<file path="config.mk">
export PLATFORM = sky130hd
export DESIGN_NAME = seg_scan_ctrl
export DESIGN_NICKNAME = d
export VERILOG_FILES = /design/src/rtl/seg_pkg.sv /design/src/rtl/driver7seg.sv /design/src/rtl/seg_scan_ctrl.sv
export SDC_FILE = /design/constraint.sdc
export NUM_CORES = 1
export LEC_CHECK = 0
export CAP_MARGIN = 30
export CELL_PAD_IN_SITES_DETAIL_PLACEMENT = 0
export CELL_PAD_IN_SITES_GLOBAL_PLACEMENT = 1
export CORE_MARGIN = 1.5
export CORE_UTILIZATION = 40
export CTS_BUF_LIST = sky130_fd_sc_hd__clkbuf_4 sky130_fd_sc_hd__clkbuf_8
export CTS_CLUSTER_DIAMETER = 100
export CTS_CLUSTER_SIZE = 12
export DETAILED_ROUTE_END_ITERATION = 8
export GPL_ROUTABILITY_DRIVEN = 0
export GPL_TIMING_DRIVEN = 0
export PLACE_DENSITY_LB_ADDON = 0.12
export REMOVE_ABC_BUFFERS = 1
export SLEW_MARGIN = 20
export SYNTH_ARGS = -nofsm -noshare
export SYNTH_HDL_FRONTEND = slang
export SYNTH_SLANG_ARGS = --single-unit
</file>
<file path="constraint.sdc">
create_clock -name clk -period 2.3 [get_ports clk]
set_input_delay 0.46 -clock clk [delete_from_list [all_inputs] [get_ports clk]]
set_output_delay 0.46 -clock clk [all_outputs]
set_load 0.005 [all_outputs]
</file>
<file path="src/rtl/seg_pkg.sv">
// Shared types and constants for the multiplexed 7-segment scan controller.
package seg_pkg;

  localparam int unsigned MAX_DIG = 8;
  localparam logic [6:0]  SEG_BLANK = 7'h7F;

  typedef enum logic {
    S_GUARD = 1'b0,
    S_SHOW  = 1'b1
  } scan_state_e;

  // All-anodes-off pattern (active-low) for an n-digit bank, LSB aligned.
  function automatic logic [MAX_DIG-1:0] anode_off(input int unsigned n);
    logic [MAX_DIG-1:0] r;
    r = '0;
    for (int unsigned i = 0; i < MAX_DIG; i++) begin
      if (i < n) r[i] = 1'b1;
    end
    return r;
  endfunction

endpackage

</file>
<file path="src/rtl/driver7seg.sv">
// Hex nibble to active-low 7-segment pattern, bit order {g,f,e,d,c,b,a}.
module driver7seg (
  input  logic [3:0] nib,
  output logic [6:0] seg_c
);

  always_comb begin
    seg_c = 7'h7F;
    unique case (nib)
      4'h0: seg_c = 7'h40;
      4'h1: seg_c = 7'h79;
      4'h2: seg_c = 7'h24;
      4'h3: seg_c = 7'h30;
      4'h4: seg_c = 7'h19;
      4'h5: seg_c = 7'h12;
      4'h6: seg_c = 7'h02;
      4'h7: seg_c = 7'h78;
      4'h8: seg_c = 7'h00;
      4'h9: seg_c = 7'h10;
      4'hA: seg_c = 7'h08;
      4'hB: seg_c = 7'h03;
      4'hC: seg_c = 7'h46;
      4'hD: seg_c = 7'h21;
      4'hE: seg_c = 7'h06;
      4'hF: seg_c = 7'h0E;
      default: seg_c = 7'h7F;
    endcase
  end

endmodule

</file>
<file path="src/rtl/seg_scan_ctrl.sv">
// Time-multiplexed scan controller for NDIG common-anode digits on one segment bus;
// new frames are staged and swapped in only at a frame boundary.
module seg_scan_ctrl
  import seg_pkg::*;
#(
  parameter int unsigned NDIG     = 4,
  parameter int unsigned PRESCALE = 50000,
  parameter int unsigned GUARD    = 500
) (
  input  logic              clk,
  input  logic              rst,
  input  logic              en,
  input  logic              load,
  output logic              ready,
  input  logic [4*NDIG-1:0] data,
  input  logic [NDIG-1:0]   dp_in,
  input  logic              lz_en,
  output logic [6:0]        hex,
  output logic              dp,
  output logic [NDIG-1:0]   an
);

  localparam int unsigned CW = (PRESCALE > 1) ? $clog2(PRESCALE) : 1;
  localparam int unsigned IW = (NDIG > 2) ? $clog2(NDIG) : 1;
  localparam logic [NDIG-1:0] AN_OFF = NDIG'(anode_off(NDIG));

  generate
    if (NDIG < 2 || NDIG > MAX_DIG) begin : g_bad_ndig
      $error("seg_scan_ctrl: NDIG must be 2..8");
    end
    if (PRESCALE < 4) begin : g_bad_prescale
      $error("seg_scan_ctrl: PRESCALE must be >= 4");
    end
    if (GUARD < 1 || GUARD >= PRESCALE - 1) begin : g_bad_guard
      $error("seg_scan_ctrl: GUARD must be 1..PRESCALE-2");
    end
  endgenerate

  scan_state_e state, state_n;
  logic [CW-1:0] cnt, cnt_n;
  logic [IW-1:0] idx, idx_n;

  logic [NDIG-1:0][3:0] disp, stag;
  logic [NDIG-1:0]      disp_dp, stag_dp;
  logic                 pending;

  logic slot_end_c, frame_end_c;
  logic [3:0] nib_c;
  logic [6:0] seg_c;
  logic [NDIG-1:0] zero_from_c;
  logic lz_blank_c;

  logic [NDIG-1:0] an_d;
  logic [6:0]      hex_d;
  logic            dp_d;

  assign slot_end_c  = en && (cnt == CW'(PRESCALE - 1));
  assign frame_end_c = slot_end_c && (idx == IW'(NDIG - 1));

  // State register: FSM, slot counter and digit index advance together.
  always_ff @(posedge clk or posedge rst) begin
    if (rst) begin
      state <= S_GUARD;
      cnt   <= '0;
      idx   <= '0;
    end else begin
      state <= state_n;
      cnt   <= cnt_n;
      idx   <= idx_n;
    end
  end

  // Next-state: guard until cnt reaches GUARD, show to slot end, then next digit.
  always_comb begin
    state_n = state;
    cnt_n   = cnt;
    idx_n   = idx;
    if (en) begin
      if (slot_end_c) begin
        cnt_n   = '0;
        state_n = S_GUARD;
        idx_n   = (idx == IW'(NDIG - 1)) ? '0 : idx + IW'(1);
      end else begin
        cnt_n = cnt + CW'(1);
        if (cnt == CW'(GUARD - 1)) state_n = S_SHOW;
      end
    end
  end

  // Staging/display registers and the load handshake.
  always_ff @(posedge clk or posedge rst) begin
    if (rst) begin
      disp    <= '0;
      disp_dp <= '0;
      stag    <= '0;
      stag_dp <= '0;
      pending <= 1'b0;
      ready   <= 1'b1;
    end else begin
      if (frame_end_c && pending) begin
        disp    <= stag;
        disp_dp <= stag_dp;
        pending <= 1'b0;
        ready   <= 1'b1;
      end
      if (load && ready) begin
        stag    <= data;
        stag_dp <= dp_in;
        pending <= 1'b1;
        ready   <= 1'b0;
      end
    end
  end

  assign nib_c = disp[idx];

  driver7seg u_dec (
    .nib   (nib_c),
    .seg_c (seg_c)
  );

  // zero_from_c[i]: every digit at position i and above is zero.
  always_comb begin
    logic acc;
    acc         = 1'b1;
    zero_from_c = '0;
    for (int i = int'(NDIG) - 1; i >= 0; i--) begin
      acc            = acc && (disp[i] == 4'h0);
      zero_from_c[i] = acc;
    end
  end

  assign lz_blank_c = lz_en && (idx != '0) && zero_from_c[idx] && !disp_dp[idx];

  // Output decode; anode stays asserted for a suppressed digit.
  always_comb begin
    an_d  = AN_OFF;
    hex_d = SEG_BLANK;
    dp_d  = 1'b1;
    if (en && state == S_SHOW) begin
      an_d[idx] = 1'b0;
      hex_d     = lz_blank_c ? SEG_BLANK : seg_c;
      dp_d      = ~disp_dp[idx];
    end
  end

  always_ff @(posedge clk or posedge rst) begin
    if (rst) begin
      an  <= AN_OFF;
      hex <= SEG_BLANK;
      dp  <= 1'b1;
    end else begin
      an  <= an_d;
      hex <= hex_d;
      dp  <= dp_d;
    end
  end

endmodule

</file>
=== Yosys cells after proc, flatten, opt, wreduce, memory -nomap -nowiden ===
Memories as Yosys holds them, arrays and structs flattened.
Index checks and enable logic that the tools add are counted.

* Bits in registers: 73
* Bits of input ports: 25
* Output and inout port bits: 13
* RAM bits: 0
* Logic and storage cells: 70
* Memories: 1
* Latch bits: 0
* Bits in read-only memories: 112

* Bitwise operators: 2
* $add $sub $neg: 2
* Order comparisons: 2
* Eq/ne operators: 3
* Multiply operators: 0
* Divide/modulo/power cells: 0
* Reduce and logical (&&, ||, !) cells: 22
* Shift operators: 0
* Mux-type cells: 20

{| class="wikitable"
|+ Memories
! memory !! words !! bits a word !! read ports !! clocked after Yosys merged registers in !! write ports !! RTL line !! source
|-
| (name not given) || 16 || 7 || 1 || 0 || 0 || driver7seg.sv:9 || <nowiki>unique case (nib)</nowiki>
|}

{| class="wikitable"
|+ Operator list
! operator !! count
|-
| $add A16 B1 Y16 const B || 1
|-
| $eq A16 B16 Y1 const B || 1
|-
| $eq A16 B9 Y1 const B || 1
|-
| $logic_not A4 Y1 || 4
|-
| $mux W16 || 1
|-
| $mux W7 || 2
|-
| $logic_and A1 B1 Y1 || 12
|-
| $mux W1 || 10
|-
| $bmux W4 S2 || 1
|-
| $mux W4 || 2
|-
| $reduce_bool A2 Y1 || 3
|-
| $bmux W1 S2 || 2
|-
| $not A4 Y4 || 1
|-
| $reduce_and A2 Y1 || 2
|-
| $lt A2 B3 Y1 const B || 1
|-
| $add A2 B1 Y2 const B || 1
|-
| $demux W1 S2 || 1
|-
| $eq A2 B2 Y1 const B || 1
|-
| $ge A2 B1 Y1 const B || 1
|-
| $mux W2 || 1
|-
| $logic_not A1 Y1 || 1
|-
| $not A1 Y1 || 1
|}

=== Logic depth before layout (Yosys ltp) ===
Gate-level depths: netlist of run 1.

* Word-level depth: 10
* Depth in mapped cells: 7
* Gate-level depth less buffers: 6

=== Modules after synthesis ===
A second synthesis of run 1 with hierarchy kept.

* Cell total of the unflattened synthesis: 268
* Area, all modules: 3530.9 sq um

{| class="wikitable"
|+ By module, submodules not included
! module !! cells each !! area each (sq um) !! sequential area each (sq um) !! instances
|-
| seg_scan_ctrl || 236 || 3255.6 || 1843.0 || 1
|-
| driver7seg || 32 || 275.3 || 0.0 || 1
|}

=== Least setup slack after synthesis of run 1 ===
OpenSTA, ideal clock, no wires.

* Kind: reg-to-reg
* Start point: register idx[0]
* End point: register hex[6]
* Stages on the path, launching flop included: 7
* Data arrival time: 1854 ps
* Clock period less this slack: 1951 ps
* Path slack: 349 ps
* Buffers on the path: 1
* Cell sequence: dfrtp_1 -> buf_6 -> mux4_1 -> ha_1 -> mux2_2 -> a22oi_1 -> nand3_1

* Word-level cells in the longest chain between the ends: 6

{| class="wikitable"
|+ Ends and longest elaborated chain
! item !! RTL line !! source
|-
| start: declaration || seg_scan_ctrl.sv:41 || <nowiki>logic [IW-1:0] idx, idx_n;</nowiki>
|-
| start signal: assignment || seg_scan_ctrl.sv:69 || <nowiki>idx <= idx_n;</nowiki>
|-
| branches (longest 4 deep; another with $mem_v2 Z16 W7) || n/a ||
|-
| $mux W7 (*) || seg_scan_ctrl.sv:142 || <nowiki>hex_d = lz_blank_c ? SEG_BLANK : seg_c;</nowiki>
|-
| $mux W7 (*) || seg_scan_ctrl.sv:140 || <nowiki>if (en && state == S_SHOW) begin</nowiki>
|-
| named net hex_d[6] || seg_scan_ctrl.sv:54 || <nowiki>logic [6:0] hex_d;</nowiki>
|-
| end signal: assignment || seg_scan_ctrl.sv:150 || <nowiki>hex <= SEG_BLANK;</nowiki>
|-
| end signal: assignment || seg_scan_ctrl.sv:154 || <nowiki>hex <= hex_d;</nowiki>
|-
| end: declaration || seg_scan_ctrl.sv:18 || <nowiki>output logic [6:0] hex,</nowiki>
|}

Mark *: on every way through the listed nets, which the timed path passes. The select of a mux whose other input is x is not followed.
A chain may end at the register's enable or synchronous reset.

=== Worst setup path in the final report of run 1 ===
Ends and elaborated chain as after synthesis.

==> results of run 1 <==
## cell usage after synthesis, types with 2 or more instances
cell,instances,area (um^2)
nand2b_1,3,18.77
dfstp_2,13,341.6
and4_1,2,17.52
nand2_1,23,86.33
inv_1,12,45.04
nand3_1,3,15.01
ha_1,11,137.6
mux4_2,4,90.09
nand4_1,7,43.79
o2111ai_1,5,43.79
xor2_1,4,35.03
and2_1,2,12.51
buf_6,5,56.30
nor4_1,5,31.28
a21oi_1,3,15.01
a31oi_1,2,12.51
nor2_1,17,63.81
mux2i_1,3,30.03
mux4_1,2,52.55
buf_2,2,10.01
clkbuf_1,4,15.01
mux2_2,40,450.4
mux2_1,5,56.30
dfrtp_1,60,1501
nor2b_1,5,31.28
xnor2_1,8,70.07
## path summary, 6_finish.rpt
| check | from | to | slack (ns) | cells past startpoint |
|---|---|---|---|---|
| setup / recovery | idx[0]$_DFFE_PP0P_ | hex[6]$_DFF_PP1_ | 0.19 | 5 |
| hold / removal | rst | stag[10]$_DFFE_PP0P_ | 0.38 | 2 |
| setup reg to reg | idx[0]$_DFFE_PP0P_ | hex[6]$_DFF_PP1_ | 0.19 | 5 |
| hold reg to reg | stag[7]$_DFFE_PP0P_ | disp[7]$_DFFE_PP0P_ | 0.50 | 1 |
| max in group asynchronous | rst | hex[0]$_DFF_PP1_ | 1.30 | 3 |
| min in group clk | stag[7]$_DFFE_PP0P_ | disp[7]$_DFFE_PP0P_ | 0.50 | 1 |
## per-stage QoR
stage | worst slack (ns) | utilization, % | cell area (um^2) | TNS (ns)
after detailed placement | -0.4802 | 47.22 | 3919 | -10.16
after CTS | 0.08155 | 49.92 | 4143 | 0
after floorplan | 0.008243 | - | 3364 | 0
after global routing | 0.02549 | 50.23 | 4169 | 0
final | 0.1917 | 50.23 | 4169 | 0
after global placement | -1.271 | 46.59 | 3866 | -103.32
## kinds of logic after synthesis
family	count (synthesis)	share of synthesized area, %
xor+xnor	12	3.046
compound gates	19	4.025
simple gates	76	12.04
fa+ha+maj	11	3.988
flops	73	53.41
mux	54	19.69
buf+inv	24	3.807
## power by group through the flow
stage / Combinational (uW) / Clock, uW / Sequential, uW
final: 150 / 999 / 1390
after global routing: 168 / 1080 / 1400
after CTS: 154 / 1040 / 1390
after detailed placement: 150 / 0 / 1410
after global placement: 141 / 0 / 1400
after floorplan: 84.4 / 0 / 1390
## layout by cell type, fill, tap and decap left out, types with 2 or more instances in the layout
cell type / count
nand3_1: 3
inv_1: 11
nand2_1: 23
dfrtp_2: 2
mux4_2: 4
dfstp_2: 13
a21oi_1: 3
mux4_1: 2
buf_6: 2
clkdlybuf4s50_1: 36
mux2i_1: 3
and4_1: 2
dfrtp_1: 58
nand2b_1: 3
nor4_1: 5
ha_1: 11
mux2_2: 40
mux2_1: 5
xor2_1: 4
xnor2_1: 8
buf_4: 4
nand4_1: 7
o2111ai_1: 5
nor2b_1: 5
a31oi_1: 2
nor2_1: 17
clkbuf_8: 9
and2_1: 2
clkinv_4: 3
## state kept, by name, indices dropped and copies added, names as in the netlist
| register | count |
|---|---|
| an | 4 |
| cnt | 16 |
| disp | 16 |
| disp_dp | 4 |
| dp | 1 |
| hex | 7 |
| idx | 2 |
| pending | 1 |
| ready | 1 |
| stag | 16 |
| stag_dp | 4 |
| state | 1 |
## final cells by class
class	instances	area (um^2)
fillers	753	4130
flip-flops and latches	73	1846
multi-input cells	172	1491
repair buffers	44	452.9
clock buffers	10	131.4
well taps	105	131.4
clock inverters	6	68.82
inverters	12	47.55
## per-layer routing
layer | vias up | track usage, %
li1 | 1040 | -
met5 | - | 0
met1 | 1074 | 21.15
met3 | 7 | 5.687
met4 | 0 | 4.289
met2 | 38 | 23.94
## what timing repair did
action,CTS,global route
buffers inserted,1,3
endpoints found under the setup margin,11,7
resized for setup,3,2
pin swaps,1,0
==> summary.md, run 1 <==
| Metric | Value |
|---|---|
| Die span in x | `95.88 um` |
| Share of the yosys chip area belonging to registers | `53.41%` |
| Avg Cell Area, Syn | `12.83 um^2` |
| Critical path class | `reg2reg` |
| Internal cell power | `roughly 1900 uW` |
| I/O Buffers | `37` |
| Layout cells sized above 1 | `27.44%` |
| All-Layer GR Usage | `15.72%` |
| Die Area | `9193 um^2` |
| Final hold viol count | `0` |
| Slowest library cell on the worst path | `mux4_1` |
| Slew @ Worst Pin | `0.8802 ns` |
| Dpl cells | `about 400` |
| Worst VDD drop | `0.5733 mV` |
| Arr. time, crit path | `2.34 ns` |
| Worst-path fanout max | `9` |
| 1st-iter DRT viols | `69` |
| Antenna fix cells | `0` |
| Initial Utilization | `between 40 and 50%` |
| Worst path bufs/invs | `0` |
| CP Capture Type | `register` |
| Family with the most delay on the worst path | `multiplexers` |
| # nets final | `348` |
| Met2 routed WL | `2876 um` |
| Synth Warn # | `0` |
| Synth async-reset ratio | `100.0%` |
| # hold bufs at CTS | `0` |
| DR vias/cell | `5.116` |
| Final setup violation count | `0` |
| F_max | `474.3 MHz` |
| Hold slack | `0.3837 ns` |
| Slew Limit Fails | `0` |
| P&R area growth vs syn | `20.81%` |
| Clk_lat worst skew | `around 0.35 ns` |
| Die H | `95.88 um` |
| Sw frac | `24.37%` |
| Largest net degree at the start of global routing | `59` |
| IO Count | `38` |
| Cts bufs inserted | `9` |
| Clk pin slew, worst setup/hold paths | `0.09 ns` |
| DR pass1 iterations | `4` |
| Mapped Area | `3451 um^2` |
| Dominant synthesized flop cell | `dfrtp_1` |
| Pwr/cell area | `~610 nW/um^2` |
| Post-synthesis instance total | `269` |
| WL/cell | `roughly 15 um` |
| Combinational power share | `5.9%` |
| Status | `finished, final reports clean` |
| Part of the power in registers | `54.7%` |
| Clock sinks | `73` |
| Global route overflow | `0` |
| Post-synth EDFFs | `0` |
| Rows | `33` |
| Worst hold-check path type | `in2async` |
| Final ANT Viol Nets | `0` |
| RSZ-0062 raised after global routing | `false` |
| Tcrit/Tclk final | `between 90% and 100%` |
| Clk root buf | `clkbuf_8` |
| Skew final | `0.01585 ns` |
| Req. time, crit path | `2.53 ns` |
| Initial antenna violation count | `0` |
| Global-route wire length before repair | `10860 um` |
| Leak pwr | `about 0.0019 uW` |
| DRT met1 WL | `roughly 3000 um` |
| Number of remaining DRC errors | `0` |
| Core region area | `~8300 um^2` |
| Startpoint type of the worst setup path | `register` |
| Clock Path Buffers | `2` |
| Vias in the first global route | `2211` |
| Detailed Route WL | `roughly 6200 um` |
| Synth unique cells | `45` |
| Clock power share | `39.4%` |
| Min Clock Period, post-route | `2.108 ns` |
| Switch Pwr | `618.0 uW` |
| Post-detail-place hpwl | `4150 um` |
| Total Power | `2536 uW` |
| Relative slew slack | `41.18%` |
| Max-cap violations | `0` |
| Vias | `2159` |
| CTS tree | `yes` |
| Final Non-Filler Cells | `422` |
| H-tree Lvls | `3` |
| Top Metal Used | `met4` |
| Max incr delay on CP | `between 0.6 and 0.7 ns` |
| Met3 WL post-DR | `between 200 and 300 um` |
| CP Cell Sequence | `mux4_1 > ha_1 > mux2_2 > a22oi_1 > nand3_1` |
| Synthesized flop and latch total | `73` |
Note: power is estimated with default switching activity, not from simulation.
==> run 2: changes to the inputs <==
HOLD_SLACK_MARGIN = 0.15   (was not set)
==> results of run 2 <==
The final DEF is identical to that of run 1; final timing and power are the same.
==> run 3: changes to the inputs <==
clock period = 2.6 ns   (was 2.3 ns; I/O delays follow)
==> run 3 against run 2 <==
- wire length fell by 0.18%
- clock skew hardly changed
- first-iteration DRC count down 1.4%
- critical path depth increased by 1
- flip-flop and latch count unchanged
- sequential share of layout area up 0.18 points
- sequential power down 12%
- final area shrank 0.48%
==> summary.md, run 3 (synthesis results as in run 1) <==
| Metric | Value |
|---|---|
| Status | `finished, final reports clean` |
| Design Area, Final | `4149 um^2 (-0.48%)` |
| Largest net degree at the start of global routing | `59 (unchanged)` |
| Final setup violation count | `0 (unchanged)` |
| Vias in the first global route | `2194 (-0.77%)` |
| F_max | `413.0 MHz` |
| Detailed Route WL | `6188 um (-0.18%)` |
| Clk root buf | `clkbuf_8` |
| H-tree Lvls | `3 (unchanged)` |
| Post-DP Area | `3919 um^2 (unchanged)` |
| CTS tree | `yes` |
| Worst hold-check path type | `in2async` |
| DR pass1 iterations | `4 (unchanged)` |
| Rows | `33 (unchanged)` |
| 1st-iter DRT viols | `68 (-1.4%)` |
| Cells on worst reg2reg path | `6 (+1)` |
| Arr. time, crit path | `2.65 ns (+0.31 ns)` |
| Initial antenna violation count | `0 (unchanged)` |
| Skew final | `0.01571 ns (-0.0001428 ns)` |
| Max incr delay on CP | `0.63 ns (-0.06 ns)` |
| Pwr/cell area | `539.4 nW/um^2 (-11%)` |
| Die span in x | `95.88 um (unchanged)` |
| Most Crowded Layer GR | `met2` |
| CP Cell Sequence | `clkdlybuf4s50_1 > nand4_2 > nor4_4 > buf_6 > buf_6 > mux2_1` |
| Met3 Usage GRT | `5.687% (unchanged)` |
| Die Area | `9193 um^2 (unchanged)` |
| Combinational power share | `5.8% (about the same)` |
| Max-cap violations | `0 (unchanged)` |
| Critical path class | `in2reg` |
| Layout cells sized above 1 | `26.90% (-0.55 points)` |
| Clock sinks | `73 (unchanged)` |
| CP Capture Type | `register` |
| Final ANT Viol Nets | `0 (unchanged)` |
| Worst-path fanout max | `10 (+1)` |
| Worst r2r dst | `disp[0]$_DFFE_PP0P_` |
| Slew @ Worst Pin | `0.8711 ns (-0.009088 ns)` |
| Leak pwr | `0.001887 uW (-0.34%)` |
| WL/cell | `14.70 um (about the same)` |
| Largest registers | `cnt x16, disp x16, stag x16` |
| Core region area | `8299 um^2 (unchanged)` |
| Initial Utilization | `41.58% (unchanged)` |
| Slew Limit Fails | `0 (unchanged)` |
| Worst r2r src | `cnt[0]$_DFFE_PP0P_` |
| Global route overflow | `0 (unchanged)` |
| # hold bufs at CTS | `0 (unchanged)` |
| Most used cell, CP | `buf_6` |
| Vias | `2171 (+0.56%)` |
| GR Layer Usage met1 | `21.24% (+0.091 points)` |
| Global-route wire length before repair | `10830 um (-0.31%)` |
| Slowest library cell on the worst path | `clkdlybuf4s50_1` |
| Worst VDD drop | `0.5071 mV (-12%)` |
| Number of remaining DRC errors | `0 (unchanged)` |
| Die H | `95.88 um (unchanged)` |
| Dpl cells | `402 (unchanged)` |
| Clock Path Buffers | `2 (unchanged)` |
| All-Layer GR Usage | `15.68% (-0.036 points)` |
| Met2 Track Usage GR | `23.71% (-0.23 points)` |
| Post-detail-place hpwl | `4150 um (unchanged)` |
| Final Non-Filler Cells | `421 (-0.24%)` |
| Final hold viol count | `0 (unchanged)` |
| Most common cell after layout, fill and taps aside | `dfrtp_1` |
| Req. time, crit path | `2.82 ns (+0.29 ns)` |
| # nets final | `347 (-0.29%)` |
| Clk_lat worst skew | `0.35 ns (about the same)` |
| FF-to-FF setup slack | `0.40 ns (+0.21 ns)` |
| Startpoint type of the worst setup path | `primary input` |
| Switch Pwr | `541.9 uW (-12%)` |
| RSZ-0062 raised after global routing | `false` |
| Tcrit/Tclk final | `93.13%` |
| Part of the power in registers | `54.6% (about the same)` |
| Cts bufs inserted | `9 (unchanged)` |
| Clk pin slew, worst setup/hold paths | `0.08 ns (about the same)` |
| Sw frac | `24.21% (-0.15 points)` |
| IO Count | `38 (unchanged)` |
| Relative slew slack | `41.78% (+0.61 points)` |
| DR vias/cell | `5.157 (+0.79%)` |
| Most frequent cells in the layout | `dfrtp_1 (59), mux2_2 (40), clkdlybuf4s50_1 (37)` |
| Min Clock Period, post-route | `2.422 ns` |
| P&R area growth vs syn | `20.23%` |
| Clock power share | `39.6% (+0.2 points)` |
| I/O Buffers | `37 (unchanged)` |
| Internal cell power | `1696 uW (-12%)` |
| Antenna fix cells | `0 (unchanged)` |
[run 3: timing repair]
action	in CTS	in global routing
setup buffers	0	3
setup endpoints to repair	0	9
resized for setup	0	2
[run 3: area by class of cell]
class,count,area (um^2)
clock buffers,10,131.4
clock inverters,6,68.82
repair buffers,43,442.9
multi-input cells,172,1483
inverters,12,47.55
well taps,105,131.4
flip-flops and latches,73,1844
fillers,756,4150
[run 3: metrics by stage]
| step | TNS (ns) | hold slack, ns | worst slack [ns] | power, uW | utilization (%) |
|---|---|---|---|---|---|
| after floorplan | 0 | 0.4551 | 0.2482 | 1304 | - |
| after global placement | -78.37 | 0.4759 | -1.031 | 1368 | 46.59 |
| after detailed placement | -3.070 | 0.4828 | -0.2402 | 1376 | 47.22 |
| after CTS | 0 | 0.4359 | 0.1091 | 2274 | 49.63 |
| after global routing | 0 | 0.4430 | 0.01406 | 2336 | 49.99 |
| final | 0 | 0.4418 | 0.1785 | 2238 | 49.99 |
[run 3: per-layer routing]
layer	share of wire, %	vias to the layer above
met2	46	39
met3	4.4	7
li1	-	1039
met5	0	-
met4	0.74	0
met1	49	1086
[run 3: how the worst max path moves through the flow]
stage / startpoint / end / slack [ns] / depth (start not counted)
finish: en / disp[0]$_DFFE_PP0P_ / 0.18 / 6
global route: en / disp[0]$_DFFE_PP0P_ / 0.01 / 6
CTS: en / disp[0]$_DFFE_PP0P_ / 0.11 / 6
detailed placement: en / disp[7]$_DFFE_PP0P_ / -0.24 / 6
global placement: rst / cnt[1]$_DFFE_PP0P_ / -1.03 / 2
floorplan: rst / cnt[0]$_DFFE_PP0P_ / 0.25 / 1
[run 3: worst max-delay path: cells and delay by family]
family                 cells  cell delay, ns
muxes                      1            0.33
buffers and inverters      3            0.98
and+or+nand+nor            2            0.80
[run 3: power by group through the flow]
stage	logic [uW]	registers (uW)	clock network, uW
final	130	1220	886
after global routing	146	1230	958
after floorplan	74.6	1230	0
after CTS	133	1220	918
after detailed placement	133	1240	0
after global placement	125	1240	0
